==> config.mk <==
export PLATFORM = sky130hd
export DESIGN_NAME = keypad_lock
export DESIGN_NICKNAME = d
export VERILOG_FILES = /design/src/rtl/keypad_lock.sv
export SDC_FILE = /design/constraint.sdc
export NUM_CORES = 1
export LEC_CHECK = 0
export ABC_CLOCK_PERIOD_IN_PS = 2600
export BUFFER_PORTS_ARGS = -buffer_cell sky130_fd_sc_hd__buf_2
export CORE_MARGIN = 4
export CORE_UTILIZATION = 40
export DETAILED_ROUTE_END_ITERATION = 7
export HOLD_SLACK_MARGIN = 0.02
export PLACE_DENSITY = 0.57
export SLEW_MARGIN = 20
export SYNTH_ARGS = -nofsm -noshare
export SYNTH_HDL_FRONTEND = slang
export SYNTH_SLANG_ARGS = --single-unit
==> constraint.sdc <==
create_clock -name clk -period 2.6 [get_ports clk]
set_input_delay 0.39 -clock clk [delete_from_list [all_inputs] [get_ports clk]]
set_output_delay 0.39 -clock clk [all_outputs]
set_load 0.02 [all_outputs]
==> src/rtl/keypad_lock.sv <==
// keypad_lock: N-digit keypad code lock with held unlock/fail indications, failure lockout and entry timeout.
// Define KEYPAD_LOCK_PROG_EN to allow a new code to be entered from OPEN via prog_req.
module keypad_lock #(
    parameter int unsigned                  CODE_LEN       = 3,
    parameter int unsigned                  DIGIT_W        = 4,
    parameter logic [CODE_LEN*DIGIT_W-1:0]  CODE           = 12'h015,
    parameter int unsigned                  HOLD_CYCLES    = 200,
    parameter int unsigned                  TIMEOUT_CYCLES = 1000,
    parameter int unsigned                  MAX_FAIL       = 3,
    parameter int unsigned                  LOCKOUT_CYCLES = 5000
) (
    input  logic                             clk,
    input  logic                             rst_n,
    input  logic                             key_valid,
    input  logic [DIGIT_W-1:0]               key_num,
    input  logic                             prog_req,
    output logic                             unlock,
    output logic                             fail,
    output logic                             locked_out,
    output logic                             prog_busy,
    output logic [$clog2(CODE_LEN+1)-1:0]    digit_cnt,
    output logic [$clog2(MAX_FAIL+1)-1:0]    fail_cnt
);
    localparam int unsigned CODE_W  = CODE_LEN * DIGIT_W;
    localparam int unsigned DC_W    = $clog2(CODE_LEN + 1);
    localparam int unsigned FC_W    = $clog2(MAX_FAIL + 1);
    localparam int unsigned MAX_HT  = (HOLD_CYCLES > TIMEOUT_CYCLES) ? HOLD_CYCLES : TIMEOUT_CYCLES;
    localparam int unsigned MAX_CYC = (MAX_HT > LOCKOUT_CYCLES) ? MAX_HT : LOCKOUT_CYCLES;
    localparam int unsigned CNT_W   = $clog2(MAX_CYC + 1);

    localparam logic [CNT_W-1:0] HOLD_LAST = CNT_W'(HOLD_CYCLES - 1);
    localparam logic [CNT_W-1:0] TO_LAST   = CNT_W'(TIMEOUT_CYCLES - 1);
    localparam logic [CNT_W-1:0] LOCK_LAST = CNT_W'(LOCKOUT_CYCLES - 1);
    localparam logic [DC_W-1:0]  DIG_LAST  = DC_W'(CODE_LEN - 1);
    localparam logic [FC_W-1:0]  FAIL_MAX  = FC_W'(MAX_FAIL);

    typedef enum logic [2:0] {S_IDLE, S_ENTRY, S_OPEN, S_FAIL, S_LOCKOUT, S_PROG} state_t;

    state_t            state_q;
    logic [CNT_W-1:0]  cnt_q;
    logic [DC_W-1:0]   digit_cnt_q;
    logic [FC_W-1:0]   fail_cnt_q;
    logic              mism_q;
    logic              unlock_q, fail_q, locked_q;
    logic [CODE_W-1:0] code_cur;
    logic [DIGIT_W-1:0] exp_digit;
    logic              miss_d;
    logic              is_last;

`ifdef KEYPAD_LOCK_PROG_EN
    logic [CODE_W-1:0] code_q, shadow_q, shadow_d;
    logic              prog_busy_q;

    assign code_cur  = code_q;
    assign shadow_d  = CODE_W'({shadow_q, key_num});
    assign prog_busy = prog_busy_q;
`else
    logic unused_prog_req;

    assign unused_prog_req = prog_req;
    assign code_cur        = CODE;
    assign prog_busy       = 1'b0;
`endif

    always_comb begin
        exp_digit = '0;
        for (int unsigned i = 0; i < CODE_LEN; i++) begin
            if (DC_W'(i) == digit_cnt_q) exp_digit = code_cur[(CODE_LEN-1-i)*DIGIT_W +: DIGIT_W];
        end
    end

    // digit_cnt_q is 0 in IDLE, so IDLE and ENTRY share the same key handling
    assign miss_d  = (key_num != exp_digit) | ((state_q == S_ENTRY) & mism_q);
    assign is_last = (digit_cnt_q == DIG_LAST);

    always_ff @(posedge clk or negedge rst_n) begin
        if (!rst_n) begin
            state_q     <= S_IDLE;
            cnt_q       <= '0;
            digit_cnt_q <= '0;
            fail_cnt_q  <= '0;
            mism_q      <= 1'b0;
            unlock_q    <= 1'b0;
            fail_q      <= 1'b0;
            locked_q    <= 1'b0;
`ifdef KEYPAD_LOCK_PROG_EN
            code_q      <= CODE;
            shadow_q    <= '0;
            prog_busy_q <= 1'b0;
`endif
        end else begin
            case (state_q)
                S_IDLE, S_ENTRY: begin
                    if (key_valid) begin
                        cnt_q <= '0;
                        if (is_last) begin
                            digit_cnt_q <= '0;
                            mism_q      <= 1'b0;
                            if (miss_d) begin
                                state_q <= S_FAIL;
                                fail_q  <= 1'b1;
                                if (fail_cnt_q != FAIL_MAX) fail_cnt_q <= fail_cnt_q + 1'b1;
                            end else begin
                                state_q    <= S_OPEN;
                                unlock_q   <= 1'b1;
                                fail_cnt_q <= '0;
                            end
                        end else begin
                            state_q     <= S_ENTRY;
                            digit_cnt_q <= digit_cnt_q + 1'b1;
                            mism_q      <= miss_d;
                        end
                    end else if (state_q == S_ENTRY) begin
                        if (cnt_q == TO_LAST) begin
                            state_q     <= S_IDLE;
                            cnt_q       <= '0;
                            digit_cnt_q <= '0;
                            mism_q      <= 1'b0;
                        end else begin
                            cnt_q <= cnt_q + 1'b1;
                        end
                    end
                end
                S_OPEN: begin
`ifdef KEYPAD_LOCK_PROG_EN
                    if (prog_req) begin
                        state_q     <= S_PROG;
                        unlock_q    <= 1'b0;
                        prog_busy_q <= 1'b1;
                        cnt_q       <= '0;
                    end else
`endif
                    if (cnt_q == HOLD_LAST) begin
                        state_q  <= S_IDLE;
                        unlock_q <= 1'b0;
                        cnt_q    <= '0;
                    end else begin
                        cnt_q <= cnt_q + 1'b1;
                    end
                end
                S_FAIL: begin
                    if (cnt_q == HOLD_LAST) begin
                        fail_q <= 1'b0;
                        cnt_q  <= '0;
                        if (fail_cnt_q == FAIL_MAX) begin
                            state_q  <= S_LOCKOUT;
                            locked_q <= 1'b1;
                        end else begin
                            state_q <= S_IDLE;
                        end
                    end else begin
                        cnt_q <= cnt_q + 1'b1;
                    end
                end
                S_LOCKOUT: begin
                    if (cnt_q == LOCK_LAST) begin
                        state_q    <= S_IDLE;
                        locked_q   <= 1'b0;
                        fail_cnt_q <= '0;
                        cnt_q      <= '0;
                    end else begin
                        cnt_q <= cnt_q + 1'b1;
                    end
                end
`ifdef KEYPAD_LOCK_PROG_EN
                S_PROG: begin
                    if (key_valid) begin
                        cnt_q    <= '0;
                        shadow_q <= shadow_d;
                        if (is_last) begin
                            code_q      <= shadow_d;
                            state_q     <= S_IDLE;
                            prog_busy_q <= 1'b0;
                            digit_cnt_q <= '0;
                        end else begin
                            digit_cnt_q <= digit_cnt_q + 1'b1;
                        end
                    end else if (cnt_q == TO_LAST) begin
                        state_q     <= S_IDLE;
                        prog_busy_q <= 1'b0;
                        digit_cnt_q <= '0;
                        cnt_q       <= '0;
                    end else begin
                        cnt_q <= cnt_q + 1'b1;
                    end
                end
`endif
                default: begin
                    state_q     <= S_IDLE;
                    cnt_q       <= '0;
                    digit_cnt_q <= '0;
                    mism_q      <= 1'b0;
                    unlock_q    <= 1'b0;
                    fail_q      <= 1'b0;
                    locked_q    <= 1'b0;
                end
            endcase
        end
    end

    assign unlock     = unlock_q;
    assign fail       = fail_q;
    assign locked_out = locked_q;
    assign digit_cnt  = digit_cnt_q;
    assign fail_cnt   = fail_cnt_q;
endmodule
# After elaboration in Yosys (flattened, before gate mapping)
# Index checks and enable logic that the tools add are counted.
[totals] ff_bits=24 inputBits=8 out_inout_bits=8 word_cells=102
[op_classes] n_addsub=3 n_eq_ne=24 muxes=47 bitwise_logic=6 reduce_logical=14
[op_table] cell="two-way mux 13 bit" count=5
[op_table] cell="one-hot mux 13 bit (3 select lines)" count=1
[op_table] cell="two-way mux 3 bit" count=9
[op_table] cell="AND reduction 5 bit" count=4
[op_table] cell="two-way mux 2 bit" count=9
[op_table] cell="!= test 2 bit (second input constant)" count=9
[op_table] cell="two-way mux 1 bit" count=16
[op_table] cell="adder 13 x 1 -> 13 bit (second input constant)" count=1
[op_table] cell="== test 13 x 10 -> 1 bit (second input constant)" count=1
[op_table] cell="== test 13 bit (second input constant)" count=1
[op_table] cell="== test 13 x 8 -> 1 bit (second input constant)" count=1
[op_table] cell="one-hot mux 3 bit (4 select lines)" count=1
[op_table] cell="!= test 3 bit (second input constant)" count=3
[op_table] cell="one-hot mux 1 bit (3 select lines)" count=3
[op_table] cell="one-hot mux 2 bit (2 select lines)" count=2
[op_table] cell="OR reduction 2 bit" count=4
[op_table] cell="== test 3 x 2 -> 1 bit (second input constant)" count=2
[op_table] cell="OR reduction 3 bit" count=2
[op_table] cell="adder 2 x 1 -> 2 bit (second input constant)" count=2
[op_table] cell="== test 2 bit (second input constant)" count=2
[op_table] cell="!= test 4 bit" count=1
[op_table] cell="inverter 1 bit" count=4
[op_table] cell="AND reduction 4 bit" count=1
[op_table] cell="== test 3 x 1 -> 1 bit (second input constant)" count=1
[op_table] cell="other kinds (9)" count=9

# Logic depth before layout (Yosys ltp)
[depth] ltp_word=9 ltp_mapped=7 depth_no_buf=7

# Worst setup path after synthesis
# OpenSTA, ideal clock, no wires.
[synth_path] path_type="register -> register" start="register digit_cnt_q[0] (netlist: digit_cnt[0])" end="register fail_cnt_q[0] (netlist: fail_cnt[0])" setup_ns=0.121 t_arrival_ns=1.915 t_required_ns=2.479 setup_slack_ns=0.563 path_stages_with_launch=8 path_buffers=0 period_less_slack_ns=2.037 path_cell_list="dfrtp_1 > inv_1 > ha_1 > xor2_1 > a2111oi_2 > o21ai_0 > nor3b_1 > nor2_1"
[synth_between] elab_chain_cells=9 elab_cells_between_ends=14 classes_between="eq/ne (6); mux (6); bitwise (1); reduce/logical (1)"
[synth_rtl] element="start: declaration" line_no="41" text="logic [DC_W-1:0] digit_cnt_q;"
[synth_rtl] element="start signal: assignment" line_no="110" text="digit_cnt_q <= digit_cnt_q + 1'b1;"
[synth_rtl] element="== test 1 x 2 -> 1 bit" line_no="68" text="if (DC_W'(i) == digit_cnt_q) exp_digit = code_cur[(CODE_LEN-1-i)*DIGIT_W +: DIGIT_W];"
[synth_rtl] element="two-way mux 1 bit" line_no="68"
[synth_rtl] element="two-way mux 3 bit" line_no="68"
[synth_rtl] element="!= test 4 bit" line_no="73" text="assign miss_d = (key_num != exp_digit) | ((state_q == S_ENTRY) & mism_q);"
[synth_rtl] element="bitwise OR 1 bit" line_no="73"
[synth_rtl] element="two-way mux 2 bit" line_no="99" text="if (miss_d) begin"
[synth_rtl] element="two-way mux 2 bit" line_no="96" text="if (is_last) begin"
[synth_rtl] element="two-way mux 2 bit" line_no="94" text="if (key_valid) begin"
[synth_rtl] element="one-hot mux 2 bit (2 select lines)" line_no="92" text="case (state_q)"
[synth_rtl] element="end signal: assignment" line_no="102" text="if (fail_cnt_q != FAIL_MAX) fail_cnt_q <= fail_cnt_q + 1'b1;"
[synth_rtl] element="end: declaration" line_no="42" text="logic [FC_W-1:0] fail_cnt_q;"
# Several ways; a longest one is shown, not always the timed one. The select of a mux whose other input is x is not followed.
# A chain may end at the register's enable or synchronous reset.

# Final worst setup path
[layout_path] start="register digit_cnt_q[0] (netlist: digit_cnt[0])" end="register fail_cnt_q[1] (netlist: fail_cnt[1])"
# Same word-level chain as after synthesis.

==> impl_metrics.env <==
export IMPL_end_kind="register"
export IMPL_synth_compound_area_share_pct=14.51
export IMPL_drcViolationCount=0
export IMPL_async_reset_ff_share_pct=100.0
export IMPL_period_share_pct=76.17
export IMPL_fin_crit_ns=1.981
export IMPL_muxShareOfSynthArea_pct=0
export IMPL_ys_flop_type="dfrtp_1"
export IMPL_avgViaCountPerCell=5.294
export IMPL_r2r_start="digit_cnt[0]"
export IMPL_start_util_pct=43.00
export IMPL_die_area_mm2=0.004769
export IMPL_cts_max_level=1
export IMPL_avgSynthCellArea_um2=9.206
export IMPL_fmax_mhz=504.9
export IMPL_layout_nets=189
export IMPL_num_io_pins=16
export IMPL_die_height_um=69.06
export IMPL_finalSetupViolations=0
export IMPL_reg2regPathDepth=8
export IMPL_cp_required_ns=2.76
export IMPL_row_count=21
export IMPL_peakVddDrop_mv=0.4732
export IMPL_outcome="completed"
export IMPL_reg2reg_slack_ns=0.62
export IMPL_root_buffer="clkbuf_8"
export IMPL_crit_type="register to register"
export IMPL_coreArea_mm2=0.003468
export IMPL_grt_max_degree=25
export IMPL_wl_met3_um=83
export IMPL_route_met2_wl_um=1394
export IMPL_layout_drive_gt1_share_pct=22.86
export IMPL_yosysWarnings=0
export IMPL_clkPwrFrac_pct=17.6
export IMPL_crit_start="digit_cnt[0]"
export IMPL_postCtsSetupRepairBufs=0
export IMPL_antenna_found_initial=0
export IMPL_grt_pass1_vias=1198
export IMPL_fin_skew_ns=0.005936
export IMPL_finalSetupTns_ns=0
export IMPL_seqPwrFrac_pct=43.4
export IMPL_syn_area_mm2=0.001491
export IMPL_synth_top_family_by_area="simple AND/OR/NAND/NOR gates"
export IMPL_powerDensity_mw_per_mm2=873.1
export IMPL_cts_inserted_buffers=3
export IMPL_cts_tree="yes"
export IMPL_met1_length_um=1451
export IMPL_crit_arrival_ns=2.14
export IMPL_power_switching_mw=0.5694
export IMPL_synth_ff_latch_count=24
export IMPL_dpl_hpwl_um=2246
export IMPL_worstPathMaxFanout=6
export IMPL_switching_share_pct=39.94
export IMPL_start_kind="register"
export IMPL_synth_nets=175
export IMPL_place_area_mm2=0.001578
export IMPL_intPower_mw=0.8563
export IMPL_clk_pin_slew_worst_paths_ns=0.09
export IMPL_clock_path_buffers=2
export IMPL_drt_iter0_markers=95
export IMPL_dr_pass1_iters=4
export IMPL_slew_headroom_pct=62.94
export IMPL_cap_violations=0
export IMPL_final_area_mm2=0.001633
export IMPL_rr_endpoint="fail_cnt[1]"
export IMPL_antenna_violating_nets_post_route=0
export IMPL_grt_remaining_overflow=0
export IMPL_synth_cells=162
export IMPL_clk_insertion_delay_late_ns=0.26
export IMPL_synth_top_area_share_pct=40.27
export IMPL_synthTopCellsByArea="dfrtp_1 (40%), nor2_1 (4.5%), ha_1 (4.2%)"
export IMPL_clock_sinks=24
export IMPL_synth_edf_count=0
export IMPL_p_comb_share_pct=39.0
export IMPL_syn_to_final_growth_pct=9.480
export IMPL_grt_first_pass_wirelength_um=5333
export IMPL_gp_congestion=0.8094
export IMPL_io_buffers=13
export IMPL_maxUsedRoutingLayer="met4"
export IMPL_synthXorXnorAreaFrac_pct=5.285
export IMPL_routed_wl_um=2951
export IMPL_worst_pin_slew_ns=0.5559
export IMPL_yosys_area_top_type="dfrtp_1"
export IMPL_yosysSeqAreaShare_pct=40.27
export IMPL_hold_viol=0
export IMPL_n_fill_cell=352
export IMPL_synth_distinct_cells=45
export IMPL_maxSlewViolCount=0
export IMPL_cellLeakagePower_nw=0.7196
export IMPL_synth_adder_area_share_pct=4.195
export IMPL_vias=1170
export IMPL_grt_total_usage_pct=13.20
export IMPL_die_w_um=69.06
export IMPL_routedWlPerCell_um=13.35
export IMPL_ctsResizeCount=0
export IMPL_n_antenna_cell=0
export IMPL_cts_hold_buffers=0
export IMPL_rsz0062_at_grt="no"
export IMPL_yosys_area_share_simple_pct=29.53
export IMPL_min_path_type="primary input to async pin"
==> power groups by stage <==
stage               Sequential, mW  Clock (mW)  Combinational [mW]
CTS                          0.617       0.261               0.568
detailed placement           0.624           0               0.565
finish                       0.619       0.251               0.556
floorplan                    0.612           0               0.449
global placement             0.617           0               0.556
global route                 0.644       0.283               0.631
==> cells in the mapped netlist (all sizes together), types with 3 or more instances <==
library cell	instances
nor3	11
o21ai	9
nor4b	3
inv	6
ha	5
nand3	4
buf	7
and3	6
xor2	6
a21oi	11
xnor2	3
nor2	20
nand2	15
dfrtp	24
nand4	4
==> worst max-delay path, stage by stage (launching register included) <==
cell and delay [ns]:
dfrtp_1 0.39, inv_1 0.08, ha_1 0.31, xor2_1 0.18
a2111oi_2 0.31, buf_4 0.21, o21ai_0 0.14, o21ai_0 0.20
nand2_1 0.07
==> layout by cell type (no fill, tap or decap), types with 2 or more instances in the layout <==
cell / count
a21o_1: 2
a21oi_1: 11
a32o_1: 2
and2_1: 2
and3_1: 3
and3_2: 3
buf_2: 13
buf_4: 4
clkbuf_8: 4
dfrtp_1: 24
ha_1: 5
inv_1: 6
nand2_1: 15
nand3_1: 3
nand4_1: 4
nor2_1: 18
nor2_2: 2
nor3_1: 6
nor3_2: 5
nor3b_1: 2
nor4b_1: 3
o21ai_0: 8
or2_2: 2
xnor2_1: 3
xor2_1: 6
==> worst max path at each step <==
stage                               to  slack (ns)
after CTS                  fail_cnt[1]        0.63
after floorplan            fail_cnt[0]        0.56
final                      fail_cnt[1]        0.62
after global routing       fail_cnt[0]        0.44
after detailed placement   fail_cnt[1]        0.64
after global placement    digit_cnt[0]        0.66
==> layout make-up <==
type	count	area, µm²	share of cell area [%]
Timing Repair Buffer	17	95.09	5.824
Sequential cell	24	600.6	36.78
Tap cell	46	57.56	3.525
Clock buffer	4	55.05	3.372
Multi-Input combinational cell	124	802.0	49.12
Inverter	6	22.52	1.379
==> flip-flops by register name, indices dropped and copies added (netlist names) <==
signal	cells
cnt_q	13
mism_q	1
locked_out	1
fail	1
state_q	3
fail_cnt	2
unlock	1
digit_cnt	2
==> cell families (layout without fill, tap and decap cells) <==
family	Yosys count	after routing
compound gates	32	32
xor+xnor	9	9
fa+ha+maj	5	5
buf+inv	14	27
flops	24	24
other cells	1	1
simple gates	77	77
==> through the flow <==
step | hold slack [ns] | worst slack (ns) | cells | util [%] | total power [mW]
after floorplan | 0.09441 | 0.5634 | 162 | - | 1.061
after global placement | 0.3992 | 0.6605 | 217 | 45.49 | 1.173
after detailed placement | 0.4184 | 0.6363 | 217 | 45.49 | 1.189
after CTS | 0.1275 | 0.6251 | 221 | 47.08 | 1.445
after global routing | 0.1457 | 0.4430 | 221 | 47.08 | 1.558
final | 0.1069 | 0.6195 | 221 | 47.08 | 1.426
==> metal layers <==
layer / track usage (%) / vias up
li1: - / 597
met1: 17.19 / 557
met2: 22.14 / 14
met3: 2.471 / 2
met4: 3.905 / 0
met5: 0 / -
Power figures use the tool's default switching activity.
